`config.mk`:
```
export PLATFORM = sky130hd
export DESIGN_NAME = clk_div_n
export DESIGN_NICKNAME = d
export VERILOG_FILES = /design/src/rtl/clk_div_pkg.sv /design/src/rtl/clk_div_oddphase.sv /design/src/rtl/clk_div_n.sv
export SDC_FILE = /design/constraint.sdc
export NUM_CORES = 1
export LEC_CHECK = 0
export ABC_AREA = 1
export BUFFER_PORTS_ARGS = -buffer_cell sky130_fd_sc_hd__buf_2
export CELL_PAD_IN_SITES_DETAIL_PLACEMENT = 0
export CELL_PAD_IN_SITES_GLOBAL_PLACEMENT = 1
export CORE_MARGIN = 2
export CORE_UTILIZATION = 40
export CTS_BUF_LIST = sky130_fd_sc_hd__clkbuf_8
export CTS_CLUSTER_DIAMETER = 80
export CTS_CLUSTER_SIZE = 30
export DETAILED_ROUTE_END_ITERATION = 8
export GPL_TIMING_DRIVEN = 0
export PLACE_DENSITY = 0.75
export SYNTH_ARGS = -nofsm -noshare
export SYNTH_HDL_FRONTEND = slang
export SYNTH_SLANG_ARGS = --single-unit
export TNS_END_PERCENT = 1
```
`constraint.sdc`:
```
create_clock -name clock -period 1.77 [get_ports clock]
set_input_delay 0.354 -clock clock [delete_from_list [all_inputs] [get_ports clock]]
set_output_delay 0.354 -clock clock [all_outputs]
set_load 0.03 [all_outputs]
```
`src/rtl/clk_div_pkg.sv`:
```
// Shared constants and helpers for the programmable clock divider.
package clk_div_pkg;

    localparam int unsigned DIV_MIN = 2;

    typedef enum logic {
        ST_IDLE = 1'b0,
        ST_RUN  = 1'b1
    } state_t;

    function automatic int unsigned half_ceil(input int unsigned n);
        return (n + 1) / 2;
    endfunction

    function automatic bit div_legal(input int unsigned n, input int unsigned w);
        return (n >= DIV_MIN) && (n <= ((32'd1 << w) - 32'd1));
    endfunction

endpackage

```
`src/rtl/clk_div_oddphase.sv`:
```
// Negedge half-phase flop and output select; the only falling-edge logic in the divider.
module clk_div_oddphase (
    input  logic clock,
    input  logic reset,
    input  logic i_clk_pos,
    input  logic i_odd,
    output logic o_clk_out
);

    logic r_clk_neg;

    always_ff @(negedge clock) begin
        if (reset) r_clk_neg <= 1'b0;
        else       r_clk_neg <= i_clk_pos;
    end

    // Odd divisors: AND with the half-cycle delayed copy trims the high phase to N/2.
    assign o_clk_out = i_odd ? (i_clk_pos & r_clk_neg) : i_clk_pos;

endmodule

```
`src/rtl/clk_div_n.sv`:
```
// Runtime-programmable 50%-duty clock divider with a same-domain tick enable.
module clk_div_n
    import clk_div_pkg::*;
#(
    parameter int W           = 8,
    parameter int DEFAULT_DIV = 3,
    parameter int AUTO_RUN    = 1
) (
    input  logic         clock,
    input  logic         reset,
    input  logic         en,
    input  logic [W-1:0] div_in,
    input  logic         div_load,
    output logic         clk_out,
    output logic         tick,
    output logic         busy,
    output logic         div_err
);

    generate
        if (!div_legal(DEFAULT_DIV, W)) begin : g_bad_default
            $error("clk_div_n: DEFAULT_DIV outside 2..2^W-1");
        end
    endgenerate

    state_t       r_state, w_state_nxt;
    logic [W-1:0] r_cnt, r_div_q, r_pend_q;
    logic         r_pend_valid, r_clk_pos, r_tick, r_div_err;

    logic [W-1:0] w_cnt_nxt, w_cnt_inc, w_half;
    logic         w_tick_nxt, w_pos_nxt, w_wrap, w_bnd, w_start;
    logic         w_load_ok, w_load_bad;

    assign w_cnt_inc  = r_cnt + W'(1);
    assign w_half     = W'(half_ceil(32'(r_div_q)));
    assign w_wrap     = (r_state == ST_RUN) && (r_cnt == r_div_q - W'(1));
    assign w_bnd      = (r_state == ST_IDLE) || w_wrap;
    assign w_start    = en && ((AUTO_RUN != 0) || r_pend_valid);
    assign w_load_ok  = div_load && (div_in >= W'(DIV_MIN));
    assign w_load_bad = div_load && (div_in <  W'(DIV_MIN));

    always_comb begin
        w_state_nxt = r_state;
        w_cnt_nxt   = '0;
        w_tick_nxt  = 1'b0;
        w_pos_nxt   = 1'b0;
        case (r_state)
            ST_IDLE: begin
                if (w_start) begin
                    w_state_nxt = ST_RUN;
                    w_tick_nxt  = 1'b1;
                    w_pos_nxt   = 1'b1;
                end
            end
            ST_RUN: begin
                if (w_wrap) begin
                    // A dropped en only ends the run here, so no pulse is ever truncated.
                    if (en) begin
                        w_tick_nxt = 1'b1;
                        w_pos_nxt  = 1'b1;
                    end else begin
                        w_state_nxt = ST_IDLE;
                    end
                end else begin
                    w_cnt_nxt = w_cnt_inc;
                    w_pos_nxt = (w_cnt_inc < w_half);
                end
            end
            default: w_state_nxt = ST_IDLE;
        endcase
    end

    always_ff @(posedge clock) begin
        if (reset) begin
            r_state      <= ST_IDLE;
            r_cnt        <= '0;
            r_div_q      <= W'(DEFAULT_DIV);
            r_pend_q     <= '0;
            r_pend_valid <= 1'b0;
            r_clk_pos    <= 1'b0;
            r_tick       <= 1'b0;
            r_div_err    <= 1'b0;
        end else begin
            r_state   <= w_state_nxt;
            r_cnt     <= w_cnt_nxt;
            r_clk_pos <= w_pos_nxt;
            r_tick    <= w_tick_nxt;
            r_div_err <= w_load_bad;
            // Apply the old pending value first; a same-cycle load then becomes the new pending one.
            if (w_bnd && r_pend_valid) begin
                r_div_q      <= r_pend_q;
                r_pend_valid <= 1'b0;
            end
            if (w_load_ok) begin
                r_pend_q     <= div_in;
                r_pend_valid <= 1'b1;
            end
        end
    end

    clk_div_oddphase u_oddphase (
        .clock     (clock),
        .reset     (reset),
        .i_clk_pos (r_clk_pos),
        .i_odd     (r_div_q[0]),
        .o_clk_out (clk_out)
    );

    assign tick    = r_tick;
    assign busy    = (r_state == ST_RUN);
    assign div_err = r_div_err;

endmodule

```
=== Word level (Yosys, flattened, before mapping) ===
Cells that the tools add are included.

* Mux-type cells: 10
* Equal/unequal tests: 1
* Shifts and indexed selects: 0
* $add $sub $neg: 3
* Reductions and logical operators: 7
* Div/mod/pow operators: 0
* $mul: 0
* $lt $le $gt $ge: 3
* Bitwise operators: 2

{| class="wikitable"
|+ Operators with widths
! operator !! count
|-
| $add 8x1->9 const B || 1
|-
| $add 8x1->8 const B || 1
|-
| $eq 8x8->1 || 1
|-
| $ge 8x2->1 const B || 1
|-
| $lt 8x2->1 const B || 1
|-
| $lt 8x8->1 || 1
|-
| $sub 8x1->8 const B || 1
|-
| $mux 1 || 7
|-
| $pmux 1 s2 || 3
|-
| $logic_and 1x1->1 || 4
|-
| $reduce_or 3->1 || 1
|-
| $reduce_bool 2->1 || 1
|-
| $and 1x1->1 || 1
|-
| $logic_or 1x1->1 || 1
|-
| $not 1->1 || 1
|}

* Flip-flop bits (word level): 30
* Input port bits: 12
* Memory bits (writable): 0
* Memories kept: 0
* Word-level logic and storage cells: 35
* Memory bits (read-only): 0
* Output and inout port bits: 4
* Latch bits: 0

=== Longest topological paths before layout ===
Gate-level depths: netlist of the first run.

* Depth after elaboration: 7
* Mapped depth: 16
* Gate-level depth less buffers: 15

=== Cells and area by module ===
Synthesis of the first run repeated with hierarchy kept, for this count alone.

* Cells, all modules: 249
* Area, all modules: 1,793.0 sq um

{| class="wikitable"
|+ By module, submodules not included
! module !! times used !! area an instance (sq um) !! cells each !! sequential area each (sq um)
|-
| clk_div_n || 1 || 1,742.9 || 241 || 580.6
|-
| clk_div_oddphase || 1 || 50.0 || 8 || 20.0
|}

==> results of run 1 <==
-- synthesized netlist by cell type --
cell type	instances
buf_6	2
inv_1	33
nor2_1	34
nor2_2	4
nor3_1	3
xnor2_1	3
nand2_2	1
o221ai_1	1
a21oi_2	4
o21a_1	1
a21oi_1	14
nand2_1	56
nand4_1	5
buf_4	1
nor2_4	1
o21ai_1	1
xor2_1	7
nand2_4	1
o21ai_0	7
nand3_2	3
clkinv_1	1
buf_12	1
clkbuf_1	3
and3_1	1
nor4_1	2
nand3_1	24
dfxtp_1	30
ha_1	10
inv_2	2
-- worst max-delay path by stage --
stage	startpoint	endpoint	slack, ns	depth (start not counted)
5_1_grt	r_cnt[0]	r_clk_pos	-0.45	14
3_5_place_dp	r_div_q[0]	r_div_q[6]	-0.39	15
4_1_cts	u_oddphase.r_clk_neg	clk_out	-0.39	3
2_1_floorplan	r_cnt[1]	r_clk_pos	-0.06	14
6_report	u_oddphase.r_clk_neg	clk_out	-0.37	3
3_3_place_gp	r_div_q[0]	r_div_q[6]	-0.39	15
-- power by group --
part	total (mW)	internal [mW]	switching, mW
Sequential	0.765	0.721	0.0439
Combinational	0.419	0.172	0.246
Clock	0.562	0.280	0.283
-- layout by cell type (no fill, tap or decap), types with 2 or more instances in the layout --
cell	instances
o21ai_0	7
nor3_1	3
buf_6	3
ha_1	8
xor2_1	6
buf_2	14
clkbuf_1	3
a21oi_2	4
inv_1	31
dfxtp_1	25
nor2_4	3
nor2_1	30
a21oi_1	14
clkbuf_8	5
nand2_1	55
nand3_1	24
nand2_4	2
dfxtp_4	4
xnor2_1	3
inv_2	3
nand4_1	5
nor2_2	6
nand3_2	2
-- registers in the layout, indices dropped and copies added (netlist names) --
register / flops
r_clk_pos: 1
r_pend_valid: 1
div_err: 1
tick: 1
r_cnt: 8
r_pend_q: 8
busy: 1
u_oddphase.r_clk_neg: 1
r_div_q: 8
-- area by class of cell --
| class | instances | share of cell area [%] |
|---|---|---|
| Buffer | 7 | 2.898 |
| Clock buffer | 5 | 3.253 |
| Clock inverter | 4 | 1.124 |
| Tap cell | 52 | 3.075 |
| Inverter | 35 | 6.564 |
| Timing Repair Buffer | 15 | 3.844 |
| Multi-Input combinational cell | 183 | 50.09 |
| Sequential cell | 30 | 29.15 |
-- through the flow --
step	power [mW]	std cells	hold WS (ns)
4_1_cts	1.759	331	0.2513
6_report	1.746	331	0.2648
2_1_floorplan	1.089	256	0.4231
3_3_place_gp	1.177	323	0.4422
5_1_grt	1.870	331	0.2563
3_5_place_dp	1.182	323	0.4510
-- per-layer routing --
metal  global-route usage (%)  up-vias
met5                        0        -
met4                    6.709        0
met3                    3.846        8
met2                    26.31       19
met1                    20.04      658
li1                         -      860
-- repair_timing --
item | 4_1_cts | 5_1_grt
pin swaps | 1 | 4
endpoints found under the setup margin | 21 | 21
resized for setup | 7 | 13
-- cells by family after synthesis --
family	Yosys count	share of synthesized area [%]
and+or+nand+nor	135	34.13
buffers and inverters	43	11.05
DFF	30	33.78
adders and majority gates	10	7.037
AOI/OAI and AO/OA	28	9.078
xor gates and xnor gates	10	4.926
==> metrics.md, run 1 <==
| Metric | Value |
|---|---|
| Cts bufs inserted | 5 |
| Register area | 616.8 sq um |
| Drt via density | 4.668 |
| Top cell type's share of synthesized area | 33.78% |
| Worst path max stage delay | 0.31 ns |
| Antenna cells | 0 |
| Reg2reg start | r_cnt[2] |
| Hold Path Depth | 2 |
| Failing checks | negative setup slack |
| Synth area leaders | dfxtp_1 34%, nand2_1 12%, nor2_1 7.2%, ha_1 7.0%, inv_1 7.0% |
| Post CTS Setup Buffer Count | 0 |
| Outcome | finished with violations |
| Routed length on met3 | 103 microns |
| CTS Sinks | 30 |
| Nets | 300 |
| Initial Util | 41.12% |
| DP HPWL | 2828 microns |
| Multi-input gate area | 1060 sq um |
| Final WS setup | -0.3733 ns |
| Post-route cell area | 2116 sq um |
| Vias in the first global route | 1395 |
| Slowest cell on the critical path | dfxtp_2 |
| Clk slew on worst S/H paths | 0.07 ns |
| Die width | 70.67 microns |
| Total Wirelength | 3554 microns |
| Worst setup path class | reg2out |
| HP Class | in2reg |
| PwrDens | 825.4 nW/um^2 |
| Post-synthesis cell type count | 29 |
| Slew @ Worst Pin | 0.4118 ns |
| Detailed Route Iter0 Violations | 51 |
| Worst-Skew Late Latency | 0.34 ns |
| RD Place Congestion | 0.7490 |
| Share of cells above drive strength 1 | 21.51% |
| Hold EP | r_pend_valid |
| CP Capture Type | output port |
| CTS tree | yes |
| # H-tree levels | 2 |
| Die Y | 70.67 microns |
| Clock root cell | clkbuf_8 |
| Dpl ws | -0.3855 ns |
| Port-buffer cells | 15 |
| Hold Fails Final Rpt | 0 |
| Synth Warn # | 0 |
| Final setup vio count | 12 |
| Final setup TNS | -1.941 ns |
| Top layer in use | met4 |
| Fillers | 493 |
| Slew Limit Fails | 0 |
| Max Cap Violations | 0 |
| CP top delay family | flip-flops |
| Cell Chain, Critical Path | nor2_4 -> nor2_4 -> buf_6 |
| Area delta synth->final | 19.00% |
| Hold_buf cts | 0 |
| Core ar. | 4324 sq um |
| HP Start | reset |
| CTS max path bufs | 2 |
| Final ANT Viol Nets | 0 |
| R2r worst-path depth | 11 |
| Die area | 4994 sq um |
| Critical path buffer and inverter count | 1 |
| Startpoint types | flip-flop |
| Antenna violations before repair | 0 |
| First-pass GRT wire length | 6313 microns |
| Sequential area share after synthesis | 33.78% |
| CP dominant cell by count | nor2_4 |
| DR WL met2 | 1646 microns |
| Mapped Cells | 256 |
| Metal-1 WL | 1722 microns |
| Row count | 24 |
| Synthesized net count | 278 |
| Synthesis-stage register bit count | 30 |
| Flop2flop setup slack | -0.26 ns |
| Pin count of the biggest net entering global routing | 12 |
| Avg Cell Area, Syn | 6.945 sq um |
| Cell taking the most area after synthesis | dfxtp_1 |
| Top-level I/O count | 16 |
| Total congestion overflow | 0 |
| CP required | 1.42 ns |
| Worst vdd ir | 0.5169 mV |
| Leakage | 0.9640 nW |
| Mapped Area | 1778 sq um |
| WP data arrival | 1.79 ns |
| FF-to-FF End | r_clk_pos |
| Slew headroom | 72.55% |
| Cell Area, Placed | 1956 sq um |
| Max Clock Skew | 0.05604 ns |
| RSZ-0062 raised after global routing | true |
| Final Util | 48.93% |
| DRC errors left | 0 |
| GRT Total Usage | 15.96% |
| Drt first pass iters | 4 |
| Crit Path Max Fanout | 1 |
| Via count | 1545 |
| Post-DR wirelength/cell | 10.74 microns |
No activity file was read; power rests on OpenSTA's default activity.
==> run 2, diff against run 1 <==
--- a/config.mk
+++ b/config.mk
@@ -5,7 +5,7 @@
 export SDC_FILE = /design/constraint.sdc
 export NUM_CORES = 1
 export LEC_CHECK = 0
-export ABC_AREA = 1
+export ABC_AREA = 0
 export BUFFER_PORTS_ARGS = -buffer_cell sky130_fd_sc_hd__buf_2
 export CELL_PAD_IN_SITES_DETAIL_PLACEMENT = 0
 export CELL_PAD_IN_SITES_GLOBAL_PLACEMENT = 1
@@ -16,7 +16,7 @@
 export CTS_CLUSTER_SIZE = 30
 export DETAILED_ROUTE_END_ITERATION = 8
 export GPL_TIMING_DRIVEN = 0
-export PLACE_DENSITY = 0.75
+export PLACE_DENSITY = 0.72
 export SYNTH_ARGS = -nofsm -noshare
 export SYNTH_HDL_FRONTEND = slang
 export SYNTH_SLANG_ARGS = --single-unit
==> run 2 against run 1 <==
- the flow still finishes with violations (negative setup slack)
- clock power increased by 1%
- synthesized cell count decreased by 25%
- total power decreased by 4.9%
- hold slack improved by 0.046 ns
- largest cell class unchanged
==> metrics.md, run 2 <==
| Metric | Value |
|---|---|
| Combinational power share | 20.6% |
| Clock root cell | clkbuf_8 |
| Initial Util | 41.76% |
| GRT Total Usage | 18.20% |
| Row count | 23 |
| Placed Cells | 256 |
| CTS tree | yes |
| Final ANT Viol Nets | 0 |
| Die area | 4709 sq um |
| Pin count of the biggest net entering global routing | 11 |
| Sequential area share after synthesis | 35.96% |
| P_sw | 0.4637 mW |
| Multi-input gate area | 1090 sq um |
| Synth top cells by count | 30 x dfxtp_1, 18 x nand2_1, 15 x nor2_1 |
| Final setup vio count | 21 |
| Nets | 242 |
| Mapped Cells | 192 |
| DR WL met2 | 1789 microns |
| DRC errors left | 0 |
| Drt first pass iters | 4 |
| Max Clock Skew | 0.05468 ns |
| Post-synth EDFFs | 0 |
| Internal Pwr Total | 1.197 mW |
| Largest registers | r_cnt x8, r_div_q x8, r_pend_q x8 |
| Final WS setup | -0.4022 ns |
| RSZ-0062 raised after global routing | true |
| Hold Fails Final Rpt | 0 |
| WP data arrival | 1.82 ns |
| CP Capture Type | output port |
| First-pass GRT wire length | 6279 microns |
| Sequential Power Share | 45.2% |
| Total congestion overflow | 0 |
| Clk slew on worst S/H paths | 0.06 ns |
| Commonest non-fill, non-tap cell in the layout | dfxtp_1 |
| Area delta synth->final | 25.32% |
| Synthesized net count | 214 |
| Top cell type's share of synthesized area | 35.96% |
| Port-buffer cells | 14 |
| Fillers | 397 |
| Max Cap Violations | 0 |
| Top-level I/O count | 16 |
| Die Y | 68.62 microns |
| Register area | 615.6 sq um |
| Total Wirelength | 3710 microns |
| Most common cell in the netlist | dfxtp_1 |
| Die width | 68.62 microns |
| Hold_buf cts | 0 |
| DP HPWL | 2715 microns |
| PwrDens | 793.5 nW/um^2 |
| RD Place Congestion | 0.7991 |
| Share of cells above drive strength 1 | 27.15% |
| Mapped Area | 1670 sq um |
| Min Hold Slack | 0.3103 ns |
| CTS max path bufs | 2 |
| Leakage | 0.8533 nW |
| CP required | 1.42 ns |
| Layout Cells excl Fill | 271 |
| Metal-1 WL | 1776 microns |
| Slowest cell on the critical path | dfxtp_1 |
| Worst-Skew Late Latency | 0.34 ns |
| Synth Warn # | 0 |
| Clk pwr share | 34.2% |
| Worst path max stage delay | 0.29 ns |
| Post-DR wirelength/cell | 13.69 microns |
| Via count | 1394 |
| CTS Sinks | 30 |
| Synthesis-stage register bit count | 30 |
| Fraction of registers with async set/reset | 0% |
| Routed length on met3 | 97 microns |
| Vias in the first global route | 1372 |
| Post-synthesis cell type count | 41 |
| Worst vdd ir | 0.5590 mV |
| HP Class | in2reg |
| Startpoint types | flip-flop |
| Drt via density | 5.144 |
| Core ar. | 4000 sq um |
| Worst setup path class | reg2out |
| Slew headroom | 70.92% |
| Antenna cells | 0 |
| Cts bufs inserted | 5 |
| Failing checks | negative setup slack |
| Cell taking the most area after synthesis | dfxtp_1 |
| Switch share | 27.92% |
| Top layer in use | met4 |
| Synth area leaders | dfxtp_1 36%, ha_1 7.5%, xor2_1 5.8%, mux2i_1 5.4%, xnor2_1 4.7% |
| Outcome | finished with violations |
| Slew Limit Fails | 0 |
| Most frequent cells in the layout | 22 x dfxtp_1, 18 x nand2_1, 13 x nor2_1, 13 x buf_2, 12 x nand2b_1 |
| Avg Cell Area, Syn | 8.700 sq um |
| # H-tree levels | 2 |
| Crit Path Max Fanout | 1 |
| Detailed Route Iter0 Violations | 35 |
| Slew @ Worst Pin | 0.4363 ns |
| Antenna violations before repair | 0 |
| Synth Flop Type | dfxtp_1 |
| Cell Chain, Critical Path | o21a_1 -> buf_6 |
-- run 2: cell types whose count changed after synthesis, moves of 8 or more --
cell	before	now
nand2_1	56	18
inv_1	33	6
nor2_1	34	15
nor2b_1	0	8
nand2b_1	0	12
mux2i_1	0	9
nand3_1	24	10
-- run 2: power by group through the flow --
stage               registers (mW)  clock network, mW  logic (mW)
floorplan                    0.758            0.00707       0.200
global placement             0.756            0.00707       0.268
detailed placement           0.758            0.00707       0.272
CTS                          0.749              0.585       0.327
global route                 0.755              0.616       0.376
finish                       0.751              0.569       0.342
-- run 2: critical path: cells and delay by family (launching register included) --
| family | cells | cell delay [ns] |
|---|---|---|
| buf+inv | 1 | 0.13 |
| compound gates | 1 | 0.17 |
| flops | 1 | 0.29 |
-- run 2: cells by family after synthesis --
kind of cell,synth area share (%)
fa+ha+maj,7.491
buf+inv,3.595
compound gates,11.61
xor+xnor,10.49
simple gates,25.47
flops,35.96
mux,5.393
-- run 2: per-layer routing --
layer | vias up | GRT usage [%]
met5 | - | 0
met4 | 0 | 7.500
met3 | 4 | 4.383
met2 | 20 | 29.33
met1 | 656 | 23.20
li1 | 714 | -
-- run 2: final timing paths --
path            endpoint                  from  slack [ns]  cells past startpoint
max reg2reg    r_clk_pos            r_div_q[4]       -0.37                      9
min          r_pend_q[0]             div_in[0]        0.31                      3
max              clk_out  u_oddphase.r_clk_neg       -0.40                      2
min reg2reg     r_cnt[0]              r_cnt[0]        0.46                      1
-- run 2: layout make-up --
cell class	count	area share (%)
clock buffers	6	3.945
repair buffers	23	8.069
plain buffers	6	2.032
well taps	50	2.989
clock inverters	3	0.5977
multi-input cells	148	52.06
inverters	5	0.8966
flip-flops and latches	30	29.41
-- run 2: timing repair --
| action | CTS | global route |
|---|---|---|
| resized for setup | 23 | 10 |
| setup endpoints to repair | 21 | 21 |
| setup buffers | 7 | 2 |
| pin swaps | 10 | 7 |
-- run 2: through the flow --
step,instance area [sq um],TNS (ns),power [mW],setup WS (ns),util [%]
2_1_floorplan,1673,-5.719,0.9656,-0.4190,-
3_3_place_gp,1805,-11.14,1.031,-0.6768,45.14
3_5_place_dp,1805,-11.85,1.038,-0.7270,45.14
4_1_cts,2054,-7.096,1.661,-0.4148,51.36
5_1_grt,2093,-8.728,1.748,-0.4660,52.33
6_report,2093,-7.035,1.661,-0.4022,52.33
==> run 3, diff against run 2 <==
--- a/config.mk
+++ b/config.mk
@@ -11,7 +11,7 @@
 export CELL_PAD_IN_SITES_GLOBAL_PLACEMENT = 1
 export CORE_MARGIN = 2
 export CORE_UTILIZATION = 40
-export CTS_BUF_LIST = sky130_fd_sc_hd__clkbuf_8
+export CTS_BUF_LIST = sky130_fd_sc_hd__clkbuf_4
 export CTS_CLUSTER_DIAMETER = 80
 export CTS_CLUSTER_SIZE = 30
 export DETAILED_ROUTE_END_ITERATION = 8
==> run 3 against run 2 <==
- the flow still finishes with violations (negative setup slack)
- global-route usage fell by 0.38 points
- sequential cell count unchanged
- count of clock-buffer cells in the layout is the same
- first-iteration DRC count down 26%
- non-clock buffer count increased by 1
- total power decreased by 9.3%
- routed wire length rose by 0.92%
- clock power down 29%
- hold slack got worse by 0.055 ns
- via count decreased by 1.6%
- register-to-register slack got worse by 0.02 ns
- worst setup slack got worse by 0.039 ns
- largest cell class unchanged
==> metrics.md, run 3 (synthesized netlist as in run 2, its figures left out) <==
| Metric | Value |
|---|---|
| Die Y | 68.62 microns |
| Startpoint types | flip-flop |
| Largest registers | r_cnt x8, r_div_q x8, r_pend_q x8 |
| Vias in the first global route | 1368 |
| Die area | 4709 sq um |
| CP required | 1.42 ns |
| RSZ-0062 raised after global routing | true |
| Nets | 243 |
| Layout Cells excl Fill | 272 |
| Commonest non-fill, non-tap cell in the layout | dfxtp_1 |
| CTS Sinks | 30 |
| Final WS setup | -0.4411 ns |
| Area delta synth->final | 24.27% |
| Drt via density | 5.044 |
| PwrDens | 725.7 nW/um^2 |
| Port-buffer cells | 14 |
| Min Hold Slack | 0.2552 ns |
| Max Cap Violations | 0 |
| Worst setup path class | reg2out |
| Total congestion overflow | 0 |
| Die width | 68.62 microns |
| DRC errors left | 0 |
| Hold Fails Final Rpt | 0 |
| Outcome | finished with violations |
| Row count | 23 |
| Top-level I/O count | 16 |
| Via count | 1372 |
| Drt first pass iters | 4 |
| Slew Limit Fails | 0 |
| Cts bufs inserted | 5 |
| R2r worst-path depth | 7 |
| Crit Path Max Fanout | 1 |
| Worst-Skew Late Latency | 0.37 ns |
| # H-tree levels | 2 |
| Slew @ Worst Pin | 0.4431 ns |
| Failing checks | negative setup slack |
| Worst vdd ir | 0.3881 mV |
| Antenna cells | 0 |
| Cell Area, Placed | 1805 sq um |
| Hold Path Depth | 3 |
| Clock root cell | clkbuf_4 |
| Antenna violations before repair | 0 |
| CP Capture Type | output port |
| HP Class | in2reg |
| Max Clock Skew | 0.04410 ns |
| Final ANT Viol Nets | 0 |
| Clk slew on worst S/H paths | 0.09 ns |
| First-pass GRT wire length | 6147 microns |
| Post-route cell area | 2076 sq um |
| DP HPWL | 2715 microns |
| Most frequent cells in the layout | 22 x dfxtp_1, 18 x nand2_1, 15 x nor2_1 |
| Final setup TNS | -7.325 ns |
| Core ar. | 4000 sq um |
| Final setup vio count | 21 |
| Pin count of the biggest net entering global routing | 11 |
| Leakage | 0.8472 nW |
| WP data arrival | 1.86 ns |
| RD Place Congestion | 0.7991 |
| Post-DR wirelength/cell | 13.76 microns |
| CTS max path bufs | 2 |
| Total Wirelength | 3744 microns |
| GRT Total Usage | 17.83% |
| Placed Cells | 256 |
| Detailed Route Iter0 Violations | 26 |
| Initial Util | 41.76% |
| Share of cells above drive strength 1 | 27.93% |
| Slew headroom | 70.46% |
| CTS tree | yes |
==> run 3: changes by cell type in the layout (fill, tap and decap cells not counted), sizes merged <==
cell,change
clkinv,+1
buf,+1
inv,-1
==> run 3: per-stage QoR <==
stage	power (mW)	utilization, %	setup WS, ns
floorplan	0.9656	-	-0.4190
global placement	1.031	45.14	-0.6768
detailed placement	1.038	45.14	-0.7270
CTS	1.476	49.48	-0.4594
global route	1.590	51.89	-0.4842
finish	1.506	51.89	-0.4411
==> run 3: final cells by class <==
class | count | area, sq um
fill | 395 | 1924
timing repair buffer | 24 | 180.2
sequential | 30 | 615.6
buffer | 6 | 42.54
multi-input combinational | 148 | 1099
inverter | 5 | 18.77
clock buffer | 6 | 45.04
clock inverter | 3 | 12.51
tap | 50 | 62.56
==> run 3: final timing paths <==
check | endpoint | startpoint | slack, ns
worst max register to register | r_div_q[2] | r_div_q[3] | -0.39
worst min register to register | r_cnt[0] | r_cnt[0] | 0.45
worst min-delay path | r_pend_q[0] | div_in[0] | 0.26
worst max-delay path | clk_out | u_oddphase.r_clk_neg | -0.44
==> run 3: repair_timing <==
action	CTS	global route
hold buffers	0	0
endpoints found under the setup margin	21	21
pin swaps	5	11
resized for setup	21	14
buffers inserted	5	5
==> run 3: worst max-delay path, stage by stage, from the launching register on <==
cell     delay [ns]
dfxtp_1        0.29
o21a_1         0.17
buf_6          0.13
==> run 3: layer usage <==
| layer | track usage (%) | vias to the layer above | part of all wire, % |
|---|---|---|---|
| met5 | 0 | - | 0 |
| met4 | 7.500 | 0 | 1.7 |
| met3 | 3.896 | 6 | 2.7 |
| met2 | 29.33 | 15 | 47 |
| met1 | 22.40 | 636 | 49 |
| li1 | - | 715 | - |
==> run 3: where the power goes <==
group / internal, mW / switching, mW / leakage (nW) / total (mW)
Sequential: 0.715 / 0.0340 / 0.248 / 0.749
Clock: 0.167 / 0.238 / 0.0384 / 0.405
Combinational: 0.179 / 0.173 / 0.561 / 0.352
